File: config.mk
export PLATFORM = sky130hd
export DESIGN_NAME = fpu_dp_result_stage
export DESIGN_NICKNAME = d
export VERILOG_FILES = /design/src/rtl/fpu_dp_pkg.sv /design/src/rtl/fpu_dp_fixup.sv /design/src/rtl/fpu_dp_result_stage.sv
export SDC_FILE = /design/constraint.sdc
export NUM_CORES = 1
export LEC_CHECK = 0
export BUFFER_PORTS_ARGS = -buffer_cell sky130_fd_sc_hd__buf_2
export CELL_PAD_IN_SITES_DETAIL_PLACEMENT = 2
export CELL_PAD_IN_SITES_GLOBAL_PLACEMENT = 2
export CORE_ASPECT_RATIO = 2
export CORE_MARGIN = 2
export CORE_UTILIZATION = 36
export CTS_CLUSTER_DIAMETER = 80
export DETAILED_ROUTE_END_ITERATION = 7
export GPL_TIMING_DRIVEN = 1
export PLACE_DENSITY_LB_ADDON = 0.2
export SETUP_SLACK_MARGIN = 0.4
export SYNTH_ARGS = -nofsm -noshare
export SYNTH_HDL_FRONTEND = slang
export SYNTH_SLANG_ARGS = --single-unit
export TNS_END_PERCENT = 50
File: constraint.sdc
create_clock -name clk -period 5.2 [get_ports clk]
set_input_delay 1.04 -clock clk [delete_from_list [all_inputs] [get_ports clk]]
set_output_delay 1.04 -clock clk [all_outputs]
set_load 0.005 [all_outputs]
File: src/rtl/fpu_dp_pkg.sv
// -----------------------------------------------------------------------------
// fpu_dp_pkg
// Shared constants and types for the double-precision result path.
//   DP_EXP_W / DP_MANT_W / DP_EXP_MAX : binary64 field geometry
//   FLAG_OVF / FLAG_UNF / FLAG_INV    : bit positions inside dp_flags_t
// -----------------------------------------------------------------------------
package fpu_dp_pkg;
    localparam int             DP_EXP_W   = 11;
    localparam int             DP_MANT_W  = 52;
    localparam logic [10:0]    DP_EXP_MAX = 11'h7FF;

    localparam int             FLAG_OVF   = 0;
    localparam int             FLAG_UNF   = 1;
    localparam int             FLAG_INV   = 2;

    typedef logic [2:0] dp_flags_t;
endpackage

File: src/rtl/fpu_dp_fixup.sv
// -----------------------------------------------------------------------------
// fpu_dp_fixup
// Combinational IEEE-754 special-value substitution for the adder result.
// Ports:
//   i_result    [63:0] packed {sign, exp, mant} from the adder
//   i_overflow         adder overflow
//   i_underflow        adder underflow
//   o_result    [63:0] substituted result
//   o_flags     [2:0]  {invalid, underflow, overflow}
// Priority: overflow -> +/-Inf, else underflow -> +/-0, else NaN flagged
// invalid and passed through, else plain pass-through.
// -----------------------------------------------------------------------------
module fpu_dp_fixup
    import fpu_dp_pkg::*;
(
    input  logic [63:0] i_result,
    input  logic        i_overflow,
    input  logic        i_underflow,
    output logic [63:0] o_result,
    output dp_flags_t   o_flags
);

    logic                 w_sign;
    logic [DP_EXP_W-1:0]  w_exp;
    logic [DP_MANT_W-1:0] w_mant;

    assign w_sign = i_result[63];
    assign w_exp  = i_result[62:DP_MANT_W];
    assign w_mant = i_result[DP_MANT_W-1:0];

    always_comb begin
        o_result = i_result;
        o_flags  = '0;
        if (i_overflow) begin
            o_result          = {w_sign, DP_EXP_MAX, {DP_MANT_W{1'b0}}};
            o_flags[FLAG_OVF] = 1'b1;
            // A simultaneous underflow is still reported, but Inf is the value.
            o_flags[FLAG_UNF] = i_underflow;
        end else if (i_underflow) begin
            o_result          = {w_sign, 63'h0};
            o_flags[FLAG_UNF] = 1'b1;
        end else if ((w_exp == DP_EXP_MAX) && (w_mant != '0)) begin
            o_flags[FLAG_INV] = 1'b1;
        end
    end

endmodule

File: src/rtl/fpu_dp_result_stage.sv
// -----------------------------------------------------------------------------
// fpu_dp_result_stage
// Registered output stage behind the double-precision adder: special-value
// fix-up, a DEPTH-entry FIFO with valid/ready on both sides, and sticky
// exception flags for software.
// Ports:
//   clk, rst                     clock, synchronous active-high reset
//   in_valid/in_ready            producer handshake
//   in_result, in_overflow,
//   in_underflow                 adder result and flags
//   out_valid/out_ready          consumer handshake
//   out_result, out_flags        head entry ({invalid, underflow, overflow})
//   sticky_flags, flags_clear    accumulated flags and their clear pulse
// Optional (macro FPU_RESULT_STATS_EN):
//   ovf_count, unf_count, inv_count  saturating per-flag push counters
// -----------------------------------------------------------------------------
module fpu_dp_result_stage
    import fpu_dp_pkg::*;
#(
    parameter int DEPTH = 2,
    localparam int PTR_W = $clog2(DEPTH)
) (
    input  logic        clk,
    input  logic        rst,
    input  logic        in_valid,
    output logic        in_ready,
    input  logic [63:0] in_result,
    input  logic        in_overflow,
    input  logic        in_underflow,
    output logic        out_valid,
    input  logic        out_ready,
    output logic [63:0] out_result,
    output logic [2:0]  out_flags,
    output logic [2:0]  sticky_flags,
    input  logic        flags_clear
`ifdef FPU_RESULT_STATS_EN
    ,
    output logic [15:0] ovf_count,
    output logic [15:0] unf_count,
    output logic [15:0] inv_count
`endif
);

    localparam logic [PTR_W:0]   CNT_FULL = (PTR_W+1)'(DEPTH);
    localparam logic [PTR_W:0]   CNT_ONE  = (PTR_W+1)'(1);
    localparam logic [PTR_W-1:0] PTR_ONE  = PTR_W'(1);

    logic [63:0]     r_mem_result [DEPTH];
    dp_flags_t       r_mem_flags  [DEPTH];
    logic [PTR_W-1:0] r_wr_ptr;
    logic [PTR_W-1:0] r_rd_ptr;
    logic [PTR_W:0]   r_count;
    dp_flags_t        r_sticky;

    logic [63:0]     w_fix_result;
    dp_flags_t       w_fix_flags;
    logic            w_push;
    logic            w_pop;

    fpu_dp_fixup u_fixup (
        .i_result    (in_result),
        .i_overflow  (in_overflow),
        .i_underflow (in_underflow),
        .o_result    (w_fix_result),
        .o_flags     (w_fix_flags)
    );

    // Both readies depend only on registered count, so out_ready never
    // reaches in_ready combinationally.
    assign in_ready  = (r_count != CNT_FULL);
    assign out_valid = (r_count != '0);
    assign w_push    = in_valid & in_ready;
    assign w_pop     = out_valid & out_ready;

    // Storage is not reset, so mask the head while empty to keep outputs
    // at zero out of reset.
    assign out_result   = out_valid ? r_mem_result[r_rd_ptr] : 64'h0;
    assign out_flags    = out_valid ? r_mem_flags[r_rd_ptr]  : 3'b000;
    assign sticky_flags = r_sticky;

    always_ff @(posedge clk) begin
        if (w_push) begin
            r_mem_result[r_wr_ptr] <= w_fix_result;
            r_mem_flags[r_wr_ptr]  <= w_fix_flags;
        end
    end

    always_ff @(posedge clk) begin
        if (rst) begin
            r_wr_ptr <= '0;
            r_rd_ptr <= '0;
            r_count  <= '0;
            r_sticky <= '0;
        end else begin
            if (w_push) r_wr_ptr <= r_wr_ptr + PTR_ONE;
            if (w_pop)  r_rd_ptr <= r_rd_ptr + PTR_ONE;
            case ({w_push, w_pop})
                2'b10:   r_count <= r_count + CNT_ONE;
                2'b01:   r_count <= r_count - CNT_ONE;
                default: r_count <= r_count;
            endcase
            // Clear first, then OR in the pushed flags so a same-cycle set wins.
            r_sticky <= (flags_clear ? 3'b000 : r_sticky)
                      | (w_push ? w_fix_flags : 3'b000);
        end
    end

`ifdef FPU_RESULT_STATS_EN
    logic [15:0] r_ovf_count;
    logic [15:0] r_unf_count;
    logic [15:0] r_inv_count;

    function automatic logic [15:0] stat_next(input logic [15:0] cur,
                                              input logic        clr,
                                              input logic        inc);
        logic [15:0] base;
        base = clr ? 16'h0 : cur;
        if (inc && (base != 16'hFFFF)) base = base + 16'h1;
        return base;
    endfunction

    always_ff @(posedge clk) begin
        if (rst) begin
            r_ovf_count <= '0;
            r_unf_count <= '0;
            r_inv_count <= '0;
        end else begin
            r_ovf_count <= stat_next(r_ovf_count, flags_clear, w_push & w_fix_flags[FLAG_OVF]);
            r_unf_count <= stat_next(r_unf_count, flags_clear, w_push & w_fix_flags[FLAG_UNF]);
            r_inv_count <= stat_next(r_inv_count, flags_clear, w_push & w_fix_flags[FLAG_INV]);
        end
    end

    assign ovf_count = r_ovf_count;
    assign unf_count = r_unf_count;
    assign inv_count = r_inv_count;
`endif

endmodule

==> metrics.json, run 1 <==
{
  "cts_num_sinks": {"value": 142},
  "routed_vias": {"value": 3835},
  "cts_resized": {"value": 0},
  "yosys_warnings": {"value": 0},
  "report.final.hold_viol_count": {"value": 0},
  "routedWlPerCell": {"value": 20.3, "unit": "µm"},
  "port-buffer-count": {"value": 142},
  "slew_headroom": {"value": 30.6, "unit": "%"},
  "fin_crit_sh": {"value": 65.6, "unit": "%"},
  "tritoncts": {"value": "done"},
  "cts_hold_bufs": {"value": 0},
  "holdCritStartpoint": {"value": "sticky_flags[0]$_SDFF_PP0_"},
  "status": {"value": "completed"},
  "rsz0062_at_grt": {"value": "no"},
  "synth.top_cells.by_area": {"value": "edfxtp_1 (68%), mux2i_1 (11%), and2_1 (5.4%)"},
  "clk_transition_reported_paths": {"value": 0.06, "unit": "ns"},
  "synth.lib_cells_used.distinct": {"value": 28},
  "tritoncts.num_buffers": {"value": 17},
  "final.setup.worst_slack": {"value": 1.79, "unit": "ns"},
  "cts-root-buf": {"value": "clkbuf_16"},
  "sw_share": {"value": 30.6, "unit": "%"},
  "design_area": {"value": 7510, "unit": "µm²"},
  "via_per_inst": {"value": 4.95},
  "worstPathRequired": {"value": 4.16, "unit": "ns"},
  "yosysTopAreaCell": {"value": "edfxtp_1"},
  "avg_inst_size_synth": {"value": 14.3, "unit": "µm²"},
  "p_leak": {"value": 0.00295, "unit": "µW"},
  "finalWirelength": {"value": 15.8, "unit": "mm"},
  "timing.critical_path.to_type": {"value": "output pin"},
  "finalCriticalPeriod": {"value": 3.41, "unit": "ns"},
  "max-cap-violations": {"value": 0},
  "setup_tns": {"value": 0, "unit": "ns"},
  "globalRoute.totalOverflow": {"value": 0},
  "worstReg2RegStart": {"value": "r_count[0]$_SDFFE_PP0P_"},
  "power.density_cell_area": {"value": 533, "unit": "nW/µm²"},
  "grt_pass1_vias": {"value": 4393},
  "finalWeightedCongestion": {"value": 0.718},
  "htreeDepth": {"value": 4},
  "worstSetupStartpointType": {"value": "register"},
  "area.sequential": {"value": 4190, "unit": "µm²"},
  "std_cell_rows": {"value": 66},
  "final_layout_size_suffix_gt1_share": {"value": 32.9, "unit": "%"},
  "post_cts.repair.setup_buffers": {"value": 0},
  "power_frac_clock": {"value": 32.8, "unit": "%"},
  "fp.dieArea": {"value": 17600, "unit": "µm²"},
  "tightestPinTransition": {"value": 1.04, "unit": "ns"},
  "core": {"value": 16200, "unit": "µm²"},
  "layout.core_utilization": {"value": 46.4, "unit": "%"},
  "clock_latency_late_sink": {"value": 0.42, "unit": "ns"},
  "final.setup_skew": {"value": 0.00637, "unit": "ns"},
  "whs_endpoint": {"value": "sticky_flags[0]$_SDFF_PP0_"},
  "ys_async_sr_fraction": {"value": 0, "unit": "%"},
  "top_level_ports": {"value": 143},
  "timing.critical_path.cells": {"value": "buf_4, mux2i_1, nor2_1, buf_2"},
  "postRouteAntennaNets": {"value": 0},
  "hold_path_class": {"value": "register to register"},
  "multi_input_logic_area": {"value": 1660, "unit": "µm²"},
  "worst_ir_drop_vdd": {"value": 0.000244, "unit": "V"},
  "dp_hpwl": {"value": 11.1, "unit": "mm"},
  "maximum_number_of_pins_on_one_net_before_global_route_repair": {"value": 54},
  "fillers": {"value": 1683},
  "synth_edf_count": {"value": 134},
  "cell_int_power": {"value": 2780, "unit": "µW"},
  "critical-path-slowest-cell": {"value": "dfxtp_4"},
  "setup_viol_count_final": {"value": 0},
  "drt_pre_antenna_iters": {"value": 4},
  "sequentialPowerShare": {"value": 40.4, "unit": "%"},
  "route.detailed.drc": {"value": 0},
  "netSwitchingPower": {"value": 1230, "unit": "µW"},
  "synth.yosys.seq_area_share": {"value": 70.4, "unit": "%"},
  "design.final.nets": {"value": 630},
  "worst_r2r_path_depth": {"value": 3},
  "cts_max_path_buffers": {"value": 2},
  "area.growth.synth_to_final": {"value": 26.4, "unit": "%"},
  "share_comb_of_total_power": {"value": 26.8, "unit": "%"},
  "final_common_cell": {"value": "buf_2"},
  "critical_path_class": {"value": "register to output pin"},
  "ys_seq_elements": {"value": 142},
  "reg2reg_to": {"value": "r_mem_result[1][34]$_DFFE_PP_"},
  "placement.cell_area": {"value": 6870, "unit": "µm²"},
  "synth_area": {"value": 5940, "unit": "µm²"},
  "syn-num-nets": {"value": 487},
  "path_max_fanout": {"value": 46},
  "grt_util_all_layers": {"value": 18.7, "unit": "%"},
  "antenna_found_initial": {"value": 0},
  "worst_ep_arrival_time": {"value": 2.37, "unit": "ns"},
  "antenna_cells_inserted": {"value": 0},
  "dp_slack": {"value": 1.83, "unit": "ns"},
  "top_ff_cell_synth": {"value": "edfxtp_1"},
  "initial_cell_density_of_the_core": {"value": 36.7, "unit": "%"},
  "global_route_wire_length_before_repair": {"value": 23.7, "unit": "mm"},
  "die_height": {"value": 186, "unit": "µm"},
  "rrSetupSlack": {"value": 2.70, "unit": "ns"},
  "drt_iter0_markers": {"value": 151},
  "number_of_standard_cells_after_synthesis": {"value": 415},
  "yosysTopAreaCellShare": {"value": 67.7, "unit": "%"},
  "drv_slew": {"value": 0},
  "achievable-frequency": {"value": 293, "unit": "MHz"},
  "layout.cells.most_common_list": {"value": "buf_2 (142), edfxtp_1 (134), nor2_1 (74), mux2i_1 (67), and2_1 (51)"},
  "cpPeakStageDelay": {"value": 0.89, "unit": "ns"},
  "worst_hold_path.num_cells": {"value": 2},
  "final.hold.worst_slack": {"value": 0.515, "unit": "ns"},
  "dieWidth": {"value": 94.8, "unit": "µm"}
}
[registers in the layout (all words and copies together) (netlist names), named ones only]
register      count
r_mem_flags       6
r_rd_ptr          1
r_wr_ptr          1
sticky_flags      3
r_count           2
r_mem_result    128
[through the flow]
stage / std cells / power (µW)
CTS: 775 / 4080
detailed placement: 743 / 2750
global placement: 743 / 2700
floorplan: 415 / 2220
finish: 775 / 4000
global route: 775 / 4220
[worst max-delay path by stage]
| stage | startpoint | to | slack (ns) | cells after the start |
|---|---|---|---|---|
| finish | register | out_result[11] | 1.79 | 4 |
| global route | r_count[1]$_SDFFE_PP0P_ | out_flags[2] | 1.63 | 4 |
| CTS | r_count[0]$_SDFFE_PP0P_ | out_result[2] | 1.72 | 4 |
| detailed placement | in_result[51] | r_mem_flags[0][2]$_DFFE_PP_ | 1.83 | 5 |
| global placement | in_result[51] | r_mem_flags[0][2]$_DFFE_PP_ | 1.84 | 5 |
| floorplan | in_valid | r_mem_flags[0][0]$_DFFE_PP_ | 0.74 | 2 |
[worst max-delay path: cells and delay by family, from the launching register on]
family                 cells  cell delay, ns
buffers and inverters      2            0.64
multiplexers               1            0.30
flip-flops                 1            0.89
AND/OR/NAND/NOR            1            0.06
[area by class of cell]
type / instances / share of cell area [%]
sequential: 142 / 55.7
multi-input combinational: 246 / 22.1
timing repair buffer: 147 / 9.96
clock buffer: 17 / 5.66
tap: 204 / 3.40
clock inverter: 15 / 2.90
inverter: 4 / 0.200
[synth_stat cells (2+ instances only)]
master    count
a21o_1       11
a32oi_1       2
and2_1       51
and2_2        2
buf_2         7
clkbuf_1     15
dfxtp_1       8
edfxtp_1    134
inv_1         4
mux2i_1      67
nand2_1       3
nand3_1       3
nand4_1       3
nor2_1       76
nor4_1       14
xnor2_1       2
xor2_1        2
[cells by family (layout without fill, tap and decap cells)]
logic type | after synthesis | after routing | share of synthesized area [%]
AND/OR/NAND/NOR | 158 | 158 | 13.5
flip-flops | 142 | 142 | 70.4
multiplexers | 67 | 67 | 11.3
buffers and inverters | 27 | 183 | 1.85
AO/OA/AOI/OAI | 16 | 16 | 2.13
XOR/XNOR | 4 | 4 | 0.590
adder cells (fa/ha/maj) | 1 | 1 | 0.211
[power groups by stage]
stage / clock, µW / sequential, µW / combinational (µW)
2_1_floorplan: 0 / 1560 / 667
3_3_place_gp: 0 / 1630 / 1080
3_5_place_dp: 0 / 1640 / 1110
4_1_cts: 1340 / 1620 / 1120
5_1_grt: 1370 / 1640 / 1200
6_report: 1310 / 1620 / 1070
[routing by layer]
layer  part of all wire [%]  GRT usage (%)
met1                     34           17.6
met2                     60           37.4
met3                    3.9           3.77
met4                    2.1           7.65
met5                      0              0
Note: power is estimated with default switching activity, not from simulation.
==> inputs of run 2 (changes only) <==
--- a/config.mk
+++ b/config.mk
@@ -10,7 +10,7 @@
 export CELL_PAD_IN_SITES_GLOBAL_PLACEMENT = 2
 export CORE_ASPECT_RATIO = 2
 export CORE_MARGIN = 2
-export CORE_UTILIZATION = 36
+export CORE_UTILIZATION = 33
 export CTS_CLUSTER_DIAMETER = 80
 export DETAILED_ROUTE_END_ITERATION = 7
 export GPL_TIMING_DRIVEN = 1
==> constraint.sdc (replaced) <==
create_clock -name clk -period 2.89 [get_ports clk]
set_input_delay 0.578 -clock clk [delete_from_list [all_inputs] [get_ports clk]]
set_output_delay 0.578 -clock clk [all_outputs]
set_load 0.005 [all_outputs]
==> run 2 against run 1 <==
  * Non-clock buffer count rose by 7
  * Critical path type unchanged
  * Core utilization fell by 3.3 points
  * Sequential share of layout area fell by 0.89 points
  * Total power rose by 84%
  * First-iteration DRC count fell by 44%
  * Register-to-register slack got worse by 1.8 ns
==> metrics.json, run 2 (same netlist as run 1, synthesis figures left out) <==
{
  "maximum_number_of_pins_on_one_net_before_global_route_repair": {"value": 58},
  "htreeDepth": {"value": 4},
  "design_power_total": {"value": 7380, "unit": "µW"},
  "routed_vias": {"value": 3914},
  "critical_path_class": {"value": "register to output pin"},
  "grt_util_all_layers": {"value": 17.5, "unit": "%"},
  "rsz0062_at_grt": {"value": "no"},
  "cts-root-buf": {"value": "clkbuf_16"},
  "layout.cells.most_common_list": {"value": "buf_2 (142), edfxtp_1 (134), nor2_1 (74), mux2i_1 (67), and2_1 (51)"},
  "slew_headroom": {"value": 57.9, "unit": "%"},
  "die_height": {"value": 194, "unit": "µm"},
  "globalRoute.totalOverflow": {"value": 0},
  "global_route_wire_length_before_repair": {"value": 24.9, "unit": "mm"},
  "path_max_fanout": {"value": 27},
  "worst_ep_arrival_time": {"value": 1.70, "unit": "ns"},
  "detailroute.wirelength.met2": {"value": 10.1, "unit": "mm"},
  "finalCriticalPeriod": {"value": 2.28, "unit": "ns"},
  "routedWlPerCell": {"value": 20.9, "unit": "µm"},
  "tritoncts": {"value": "done"},
  "fin_crit_sh": {"value": 78.9, "unit": "%"},
  "core": {"value": 17700, "unit": "µm²"},
  "worstSetupStartpointType": {"value": "register"},
  "p_leak": {"value": 0.00299, "unit": "µW"},
  "worst_ir_drop_vdd": {"value": 0.000486, "unit": "V"},
  "design.final.nets": {"value": 637},
  "initial_cell_density_of_the_core": {"value": 33.6, "unit": "%"},
  "clk_transition_reported_paths": {"value": 0.06, "unit": "ns"},
  "final.hold.worst_slack": {"value": 0.351, "unit": "ns"},
  "fillers": {"value": 1758},
  "dieWidth": {"value": 98.9, "unit": "µm"},
  "worstPathRequired": {"value": 2.31, "unit": "ns"},
  "largest_register_by_flop_count": {"value": "r_mem_result"},
  "max-cap-violations": {"value": 0},
  "drt_iter0_markers": {"value": 85},
  "setup_tns": {"value": 0, "unit": "ns"},
  "port-buffer-count": {"value": 142},
  "via_per_inst": {"value": 4.95},
  "top_level_ports": {"value": 143},
  "tritoncts.num_buffers": {"value": 17},
  "dp_hpwl": {"value": 11.3, "unit": "mm"},
  "postRouteAntennaNets": {"value": 0},
  "highest_layer": {"value": "met4"},
  "clock_latency_late_sink": {"value": 0.42, "unit": "ns"},
  "std_cell_rows": {"value": 69},
  "final.setup_skew": {"value": 0.00554, "unit": "ns"},
  "finalWirelength": {"value": 16.5, "unit": "mm"},
  "status": {"value": "completed"},
  "cts_num_sinks": {"value": 142},
  "final_common_cell": {"value": "buf_2"},
  "placement.cell_area": {"value": 6960, "unit": "µm²"},
  "area.growth.synth_to_final": {"value": 28.5, "unit": "%"},
  "final_layout_size_suffix_gt1_share": {"value": 33.7, "unit": "%"},
  "detailroute.wirelength.met3": {"value": 601, "unit": "µm"},
  "hold_path_class": {"value": "input port to register"},
  "antenna_cells_inserted": {"value": 0},
  "finalWeightedCongestion": {"value": 0.713},
  "setup_viol_count_final": {"value": 0},
  "design_area": {"value": 7630, "unit": "µm²"},
  "route.layer.met1.wl": {"value": 5.47, "unit": "mm"},
  "grt_pass1_vias": {"value": 4505},
  "drt_pre_antenna_iters": {"value": 4},
  "tightestPinTransition": {"value": 0.626, "unit": "ns"},
  "report.final.hold_viol_count": {"value": 0},
  "power.density_cell_area": {"value": 967, "unit": "nW/µm²"},
  "largest_register_ff_count": {"value": 128},
  "cts_max_path_buffers": {"value": 2},
  "drv_slew": {"value": 0},
  "fp.dieArea": {"value": 19200, "unit": "µm²"},
  "route.detailed.drc": {"value": 0},
  "achievable-frequency": {"value": 439, "unit": "MHz"},
  "timing.critical_path.to_type": {"value": "output pin"},
  "antenna_found_initial": {"value": 0},
  "layout.core_utilization": {"value": 43.1, "unit": "%"}
}
[run 2: layer usage]
| metal | GRT usage [%] | up-vias |
|---|---|---|
| met5 | 0 | - |
| met4 | 6.80 | 0 |
| met3 | 4.00 | 15 |
| met2 | 35.7 | 101 |
| met1 | 15.6 | 1992 |
| li1 | - | 1806 |
[run 2: metrics by stage]
stage	worst slack, ns	std cells
final	0.611	791
after global routing	0.467	791
after CTS	0.417	790
after detailed placement	0.610	756
after global placement	0.635	756
after floorplan	0.239	415
[run 2: layout make-up]
class / instances / area, µm² / share of cell area, %
Clock inverter: 10 / 159 / 2.08
Sequential cell: 142 / 4190 / 54.9
Multi-Input combinational cell: 246 / 1660 / 21.8
Inverter: 4 / 15.0 / 0.197
Clock buffer: 22 / 484 / 6.34
Tap cell: 213 / 267 / 3.49
Timing Repair Buffer: 154 / 858 / 11.2
[run 2: path summary, 6_finish.rpt]
check | cells past startpoint | slack (ns) | endpoint | from
worst min-delay path | 1 | 0.35 | r_mem_result[1][63]$_DFFE_PP_ | in_result[63]
worst min register to register | 2 | 0.51 | sticky_flags[0]$_SDFF_PP0_ | sticky_flags[0]$_SDFF_PP0_
worst max register to register | 4 | 0.86 | r_mem_result[0][7]$_DFFE_PP_ | r_count[0]$_SDFFE_PP0P_
worst max-delay path | 4 | 0.61 | out_result[30] | register
[run 2: what timing repair did]
| item | 4_1_cts | 5_1_grt |
|---|---|---|
| hold buffers | 0 | 0 |
| setup endpoints to repair | 3 | 2 |
| buffers inserted | 2 | 1 |
| gates resized for setup | 0 | 0 |
| pin swaps | 1 | 0 |
[run 2: where the power goes]
part	internal, µW	total, µW	switching [µW]
registers	2670	2820	154
logic	916	2190	1280
clock network	1530	2360	831
total	5120	7380	2260
[run 2: worst max-delay path: stages, from the launching register on]
cell and delay [ns]:
dfxtp_4 0.53, buf_12 0.26, mux2i_1 0.25, nor2_1 0.08
buf_2 0.13
